## config.mk

```make
export PLATFORM = sky130hd
export DESIGN_NAME = alu_seq_flat
export DESIGN_NICKNAME = d
export VERILOG_FILES = /design/src/rtl/alu_seq_if.sv /design/src/rtl/alu_seq.sv /design/src/flat_wrapper.sv
export SDC_FILE = /design/constraint.sdc
export NUM_CORES = 1
export LEC_CHECK = 0
export CELL_PAD_IN_SITES_DETAIL_PLACEMENT = 2
export CELL_PAD_IN_SITES_GLOBAL_PLACEMENT = 2
export CORE_MARGIN = 5
export CORE_UTILIZATION = 39
export DETAILED_ROUTE_END_ITERATION = 8
export DONT_BUFFER_PORTS = 1
export PLACE_DENSITY = 0.83
export SLEW_MARGIN = 20
export SYNTH_ARGS = -nofsm -noshare
export SYNTH_HDL_FRONTEND = slang
export SYNTH_SLANG_ARGS = --single-unit
```

## constraint.sdc

```tcl
create_clock -name clk -period 2.5 [get_ports clk]
set_input_delay 0.5 -clock clk [delete_from_list [all_inputs] [get_ports clk]]
set_output_delay 0.5 -clock clk [all_outputs]
set_load 0.005 [all_outputs]
```

## src/rtl/alu_seq_if.sv

```systemverilog
// rtl/alu_seq_if.sv - request/response bundle between a datapath master and alu_seq
//
// Ports carried (master view):
//   in_valid  out  operation request
//   in_ready  in   ALU can accept a request
//   s         out  4-bit opcode
//   a, b      out  WIDTH-bit operands
//   out_valid in   result available
//   out_ready out  consumer accepts result
//   y         in   WIDTH+1-bit result, bit WIDTH is carry/extension
//   zero      in   y[WIDTH-1:0] == 0
//   neg       in   y[WIDTH-1]
//   err       in   illegal opcode was issued
interface alu_seq_if #(
  parameter int WIDTH = 16
);
  logic             in_valid;
  logic             in_ready;
  logic [3:0]       s;
  logic [WIDTH-1:0] a;
  logic [WIDTH-1:0] b;
  logic             out_valid;
  logic             out_ready;
  logic [WIDTH:0]   y;
  logic             zero;
  logic             neg;
  logic             err;

  modport master (
    output in_valid, s, a, b, out_ready,
    input  in_ready, out_valid, y, zero, neg, err
  );

  modport slave (
    input  in_valid, s, a, b, out_ready,
    output in_ready, out_valid, y, zero, neg, err
  );
endinterface

```

## src/rtl/alu_seq.sv

```systemverilog
// rtl/alu_seq.sv - registered WIDTH-bit ALU with valid/ready handshakes and status flags
//
// Ports:
//   clk    rising-edge clock
//   rst_n  asynchronous active-low reset
//   bus    alu_seq_if.slave: in_valid/in_ready/s/a/b request side,
//          out_valid/out_ready/y/zero/neg/err result side
//
// Optional feature: define ALU_SEQ_MUL_EN to build opcode 0111 as an iterative
// shift-add multiply (WIDTH BUSY cycles). Without it, 0111 is an illegal opcode.
//
// Opcodes: 0000 AND, 0001 NOR, 0010 ADD, 0011 XOR, 0100 SUB, 0101 SHL,
//          0110 SHR, 0111 MUL (optional), 1000-1111 illegal.
module alu_seq #(
  parameter int WIDTH = 16,
  parameter int CNT_W = $clog2(WIDTH) + 1
) (
  input logic     clk,
  input logic     rst_n,
  alu_seq_if.slave bus
);

  localparam int SH_W = CNT_W - 1;

`ifdef ALU_SEQ_MUL_EN
  typedef enum logic [1:0] {
    S_IDLE = 2'd0,
    S_BUSY = 2'd1,
    S_DONE = 2'd2
  } state_t;
`else
  typedef enum logic {
    S_IDLE = 1'b0,
    S_DONE = 1'b1
  } state_t;
`endif

  state_t           r_state;
  state_t           w_state_nxt;
  logic             r_live;
  logic [WIDTH:0]   r_y;
  logic             r_zero;
  logic             r_neg;
  logic             r_err;

  logic             w_accept;
  logic             w_load;
  logic [WIDTH:0]   w_res;
  logic             w_err;
  logic [WIDTH:0]   w_op_res;
  logic             w_op_ill;
  logic [SH_W-1:0]  w_sh;

  // r_live keeps in_ready low through reset and for no longer than the
  // first clock after release.
  assign bus.in_ready  = r_live && (r_state == S_IDLE);
  assign bus.out_valid = (r_state == S_DONE);
  assign bus.y         = r_y;
  assign bus.zero      = r_zero;
  assign bus.neg       = r_neg;
  assign bus.err       = r_err;

  assign w_accept = bus.in_valid && bus.in_ready;
  assign w_sh     = bus.b[SH_W-1:0];

  // Single-cycle result decode straight from the request operands.
  // Shifts of WIDTH or more (non power-of-two WIDTH only) drop out as zero.
  always_comb begin
    w_op_res = '0;
    w_op_ill = 1'b0;
    case (bus.s)
      4'b0000: w_op_res = {1'b0, bus.a & bus.b};
      4'b0001: w_op_res = {1'b0, ~(bus.a | bus.b)};
      4'b0010: w_op_res = {1'b0, bus.a} + {1'b0, bus.b};
      4'b0011: w_op_res = {1'b0, bus.a ^ bus.b};
      // Carry out of a + ~b + 1 is the "no borrow" flag, i.e. a >= b.
      4'b0100: w_op_res = {1'b0, bus.a} + {1'b0, ~bus.b} + (WIDTH+1)'(1);
      4'b0101: w_op_res = {1'b0, bus.a << w_sh};
      4'b0110: w_op_res = {1'b0, bus.a >> w_sh};
`ifdef ALU_SEQ_MUL_EN
      4'b0111: w_op_res = '0;
`endif
      default: w_op_ill = 1'b1;
    endcase
  end

`ifdef ALU_SEQ_MUL_EN
  logic [2*WIDTH-1:0] r_prod;
  logic [2*WIDTH-1:0] r_mcand;
  logic [WIDTH-1:0]   r_mplier;
  logic [CNT_W-1:0]   r_cnt;
  logic [2*WIDTH-1:0] w_prod_step;
  logic               w_mul_start;
  logic               w_mul_last;

  assign w_mul_start = w_accept && (bus.s == 4'b0111);
  assign w_mul_last  = (r_state == S_BUSY) && (r_cnt == CNT_W'(WIDTH - 1));
  // One multiplier bit per cycle, LSB first; the multiplicand walks left.
  assign w_prod_step = r_mplier[0] ? (r_prod + r_mcand) : r_prod;

  always_ff @(posedge clk or negedge rst_n) begin
    if (!rst_n) begin
      r_prod   <= '0;
      r_mcand  <= '0;
      r_mplier <= '0;
      r_cnt    <= '0;
    end else if (w_mul_start) begin
      r_prod   <= '0;
      r_mcand  <= {{WIDTH{1'b0}}, bus.a};
      r_mplier <= bus.b;
      r_cnt    <= '0;
    end else if (r_state == S_BUSY) begin
      r_prod   <= w_prod_step;
      r_mcand  <= r_mcand << 1;
      r_mplier <= r_mplier >> 1;
      r_cnt    <= r_cnt + CNT_W'(1);
    end
  end
`endif

  always_comb begin
    w_state_nxt = r_state;
    w_load      = 1'b0;
    w_res       = '0;
    w_err       = 1'b0;
    case (r_state)
      S_IDLE: begin
        if (w_accept) begin
`ifdef ALU_SEQ_MUL_EN
          if (bus.s == 4'b0111) w_state_nxt = S_BUSY;
          else
`endif
          begin
            w_state_nxt = S_DONE;
            w_load      = 1'b1;
            w_res       = w_op_ill ? '0 : w_op_res;
            w_err       = w_op_ill;
          end
        end
      end
`ifdef ALU_SEQ_MUL_EN
      S_BUSY: begin
        if (w_mul_last) begin
          w_state_nxt = S_DONE;
          w_load      = 1'b1;
          // Bit WIDTH flags a non-zero upper product half.
          w_res       = {|w_prod_step[2*WIDTH-1:WIDTH], w_prod_step[WIDTH-1:0]};
        end
      end
`endif
      S_DONE: begin
        if (bus.out_ready) w_state_nxt = S_IDLE;
      end
      default: w_state_nxt = S_IDLE;
    endcase
  end

  always_ff @(posedge clk or negedge rst_n) begin
    if (!rst_n) begin
      r_state <= S_IDLE;
      r_live  <= 1'b0;
      r_y     <= '0;
      r_zero  <= 1'b0;
      r_neg   <= 1'b0;
      r_err   <= 1'b0;
    end else begin
      r_state <= w_state_nxt;
      r_live  <= 1'b1;
      if (w_load) begin
        r_y    <= w_res;
        r_zero <= (w_res[WIDTH-1:0] == '0);
        r_neg  <= w_res[WIDTH-1];
        r_err  <= w_err;
      end
    end
  end

endmodule

```

## src/flat_wrapper.sv

```systemverilog
// flat-port wrapper written by rule: the top's interface ports become plain ports
module alu_seq_flat 
#(
  parameter int WIDTH = 16,
  parameter int CNT_W = $clog2(WIDTH) + 1
)
  (clk, rst_n, bus_in_valid, bus_s, bus_a, bus_b, bus_out_ready, bus_in_ready, bus_out_valid, bus_y, bus_zero, bus_neg, bus_err);
  alu_seq_if #(.WIDTH(WIDTH)) bus_i ();
  input logic clk;
  input logic rst_n;
  input wire logic [$bits(bus_i.in_valid)-1:0] bus_in_valid;
  input wire logic [$bits(bus_i.s)-1:0] bus_s;
  input wire logic [$bits(bus_i.a)-1:0] bus_a;
  input wire logic [$bits(bus_i.b)-1:0] bus_b;
  input wire logic [$bits(bus_i.out_ready)-1:0] bus_out_ready;
  output wire logic [$bits(bus_i.in_ready)-1:0] bus_in_ready;
  output wire logic [$bits(bus_i.out_valid)-1:0] bus_out_valid;
  output wire logic [$bits(bus_i.y)-1:0] bus_y;
  output wire logic [$bits(bus_i.zero)-1:0] bus_zero;
  output wire logic [$bits(bus_i.neg)-1:0] bus_neg;
  output wire logic [$bits(bus_i.err)-1:0] bus_err;
  assign bus_i.in_valid = bus_in_valid;
  assign bus_i.s = bus_s;
  assign bus_i.a = bus_a;
  assign bus_i.b = bus_b;
  assign bus_i.out_ready = bus_out_ready;
  assign bus_in_ready = bus_i.in_ready;
  assign bus_out_valid = bus_i.out_valid;
  assign bus_y = bus_i.y;
  assign bus_zero = bus_i.zero;
  assign bus_neg = bus_i.neg;
  assign bus_err = bus_i.err;
  alu_seq #(.WIDTH(WIDTH), .CNT_W(CNT_W)) u_core (.clk(clk), .rst_n(rst_n), .bus(bus_i));
endmodule
```

==> results.cfg, run 1 <==
[synth]
synth-seq-cells = 21
synth_nets = 764
synth_edf_count = 0
yosysSeqAreaShare_pct = 10.3
ys_warn_count = 0
ys_types = 83
async_flop_share_pct = 100
synthFlopType = dfrtp_1
avgSynthCellArea_um2 = 7.63
synth_area_mm2 = 0.00512
syn_inst = 671

[power_and_ir_drop]
pwr_density_cell_mw_per_mm2 = 326
ir_drop_mv = 0.202
p_leak_uw = 0.00301

[timing]
rsz0062_at_grt = true
period_share_pct = 131
setup_slack_ps = -764
setup_viol = 13
min_period_ps = 3260
slew_violations = 0
clock_skew_ps = 1.36
fmax_mhz = 306
tightest_slew_ps = 980
slew_headroom_pct = 34.4
finalHoldViolCount = 0

[setup_path]
crit_path_end_kind = flop
cp.arrival_ps = 3410
path_class = input port to flop
crit_slowest_cell = fa_2
r2r_start = u_core.bus.out_valid
slowest_delay_ps = 390
path_delay_family = compound AO/OA/AOI/OAI gates
path_cells = inv_1 -> ha_2 -> inv_1 -> fa_2 -> nor2b_4 -> o211ai_1 -> o211ai_1 -> xnor2_1 -> o211a_1 -> o2111a_1 -> and4bb_1 -> nand4_1 -> o41ai_2
crit_start = bus_a[0]
crit_path_start_kind = input port
worstPathRequired_ps = 2650
path_buf_inv = 2
cp_max_fo = 7

[detailed_routing]
drt-total-wl_mm = 34.6
drt_pass1_iterations = 6
ant_nets = 0
routedWlPerCell_um = 36.4
drt_iter0_markers = 701
via_per_inst = 7.16
vias = 6814
post-route-drc-count = 0

[floorplan]
pin_count = 62
start_util_pct = 40.3
dieWidth_um = 125
die_h_um = 125
die_area_mm2 = 0.0155
rows = 41
core_area_mm2 = 0.0127

[min_path]
hp-class = input port to flop
holdCritStartpoint = bus_out_ready

[clocking]
cts.htree.levels = 1
root_buffer = clkbuf_16
cts_buffer_depth = 2
numCtsBuffers = 3
clkLatencyLatePin_ps = 260
cts_num_sinks = 21
clkTransAtPathRegs_ps = 60
cts_tree = yes

[global_routing]
grt_max_degree = 53
grt_pass1_wl_mm = 46.1
antenna_found_initial = 1
track_usage_pct = 37.7
grt_pass1_vias = 7323
grt-ovfl-total = 0

[cells_and_area]
area_growth_pct = 32.6
layout-drive-gt1-share_pct = 33.2
diodes = 0
fill_cells = 1392
final_common_cell = buf_4
most-common-layout-cells = buf_4, nand2_1, nor2_1
final_core_util_pct = 53.4
nets = 874
regArea_um2 = 526
multiInputGateArea_mm2 = 0.00460

[placed_design]
gp_congestion = 0.962
portBuffers = 0
hpwl_mm = 22.2
pre_cts_ws_ps = -859

[status]
outcome = finished with violations
violations = negative setup slack

[job]
cap_violations = 0
[layer usage]
| metal | up-vias | wire (um) | track usage (%) |
|---|---|---|---|
| li1 | 2692 | - | - |
| met1 | 3404 | 12400 | 42.9 |
| met5 | - | 13 | 0 |
| met2 | 520 | 16600 | 64.8 |
| met3 | 196 | 2960 | 7.63 |
| met4 | 2 | 2680 | 22.3 |
[flip-flops by register name, indices dropped and copies added (netlist names)]
| signal | flops |
|---|---|
| u_core.bus.y | 17 |
| u_core.bus.err | 1 |
| u_core.bus.out_valid | 1 |
| u_core.bus.zero | 1 |
| u_core.r_live | 1 |
[kinds of logic (layout without fill, tap and decap cells)]
family | count (synthesis) | count (layout) | share of synthesized area [%]
AND/OR/NAND/NOR | 219 | 219 | 21.0
AO/OA/AOI/OAI | 206 | 206 | 28.4
buffers and inverters | 96 | 205 | 8.75
multiplexers | 67 | 67 | 16.9
adder cells (fa/ha/maj) | 53 | 53 | 13.2
flip-flops | 21 | 21 | 10.3
XOR/XNOR | 8 | 8 | 1.37
other | 1 | 1 | 0.0732
[repair_timing]
item	in CTS	in global routing
hold buffers	1	0
endpoints found under the setup margin	13	13
buffers inserted	9	6
resized for setup	51	32
gates cloned	0	0
pin swaps	37	30
endpoints found under the hold margin	21	0
[area by class of cell]
type,count,share of cell area (%)
timing repair buffer,153,17.4
clock inverter,1,0.0737
clock buffer,3,1.11
inverter,48,2.71
tap,172,3.17
multi-input combinational,554,67.8
sequential,21,7.74
[worst paths after layout]
path / end / slack [ps] / depth (start not counted)
setup / recovery: u_core.bus.zero / -760 / 13
hold / removal: u_core.bus.out_valid / 330 / 1
setup reg to reg: u_core.bus.zero / 10 / 9
hold reg to reg: u_core.bus.y[7] / 530 / 1
max in group asynchronous: u_core.bus.y[5] / 1060 / 1
min in group asynchronous: u_core.bus.y[2] / 850 / 1
[power by group]
group          switching (uW)  internal (uW)  leakage (uW)  total, uW
clock network             136            215     0.0000409        351
registers                40.3            378      0.000279        418
logic                     846            598       0.00269       1440
total                    1020           1190       0.00301       2210
[worst register-to-register path: cells and delay by family, from the launching register on]
family | cells | cell delay [ps]
buf+inv | 1 | 290
compound gates | 4 | 850
simple gates | 4 | 810
flops | 1 | 420
[stage by stage]
| stage | cell area [um^2] | instances | setup TNS, ps | hold WS, ps | total power (uW) |
|---|---|---|---|---|---|
| 6_report | 6790 | 952 | -5060 | 334 | 2210 |
| 3_5_place_dp | 6220 | 935 | -7650 | 205 | 1570 |
| 4_1_cts | 6610 | 948 | -1850 | 353 | 2010 |
| 3_3_place_gp | 6220 | 935 | -4910 | 205 | 1450 |
| 5_1_grt | 6790 | 952 | -5480 | 337 | 2260 |
| 2_1_floorplan | 5240 | 671 | -3570 | 204 | 1130 |
[synth_stat cells, types with 3 or more instances]
library cell	number	area share, %
a211oi_1	16	2.3
a21o_1	12	1.8
a21oi_1	37	3.6
a221o_1	3	0.59
a221oi_1	5	0.86
a22oi_1	4	0.59
a31oi_1	9	1.1
and2_1	6	0.73
and3_1	4	0.49
buf_2	22	2.2
buf_4	6	0.88
buf_6	5	1.1
clkbuf_1	15	1.1
dfrtp_1	21	10
ha_1	51	12
inv_1	47	3.4
mux2_2	5	1.1
mux2i_1	46	9.0
mux4_2	15	6.6
nand2_1	68	5.0
nand2b_1	11	1.3
nand3_1	10	0.98
nand3b_1	7	1.0
nor2_1	59	4.3
nor2b_1	11	1.3
nor3_1	11	1.1
nor3b_1	3	0.44
nor4_1	4	0.49
o2111a_1	3	0.66
o2111ai_1	3	0.51
o211ai_1	12	1.8
o21a_1	4	0.59
o21ai_0	36	3.5
o221ai_1	3	0.51
o22ai_1	11	1.3
o2bb2ai_1	3	0.51
o31ai_1	7	1.0
o32ai_1	4	0.68
or2_2	3	0.37
or3_1	7	0.86
xnor2_1	7	1.2
(Power assumes the default switching activity.)
==> inputs of run 2 (changes only) <==
--- a/config.mk
+++ b/config.mk
@@ -5,6 +5,7 @@
 export SDC_FILE = /design/constraint.sdc
 export NUM_CORES = 1
 export LEC_CHECK = 0
+export CAP_MARGIN = 10
 export CELL_PAD_IN_SITES_DETAIL_PLACEMENT = 2
 export CELL_PAD_IN_SITES_GLOBAL_PLACEMENT = 2
 export CORE_MARGIN = 5
==> results of run 2 <==
Same layout as run 1: the final DEF is identical, and so are final timing and power.
==> inputs of run 3 (changes only) <==
--- a/config.mk
+++ b/config.mk
@@ -10,6 +10,8 @@
 export CELL_PAD_IN_SITES_GLOBAL_PLACEMENT = 2
 export CORE_MARGIN = 5
 export CORE_UTILIZATION = 39
+export CTS_BUF_LIST = sky130_fd_sc_hd__clkbuf_16
+export CTS_CLUSTER_DIAMETER = 120
 export DETAILED_ROUTE_END_ITERATION = 8
 export DONT_BUFFER_PORTS = 1
 export PLACE_DENSITY = 0.83
==> results of run 3 <==
Same layout as run 1: the final DEF is identical, and so are final timing and power.
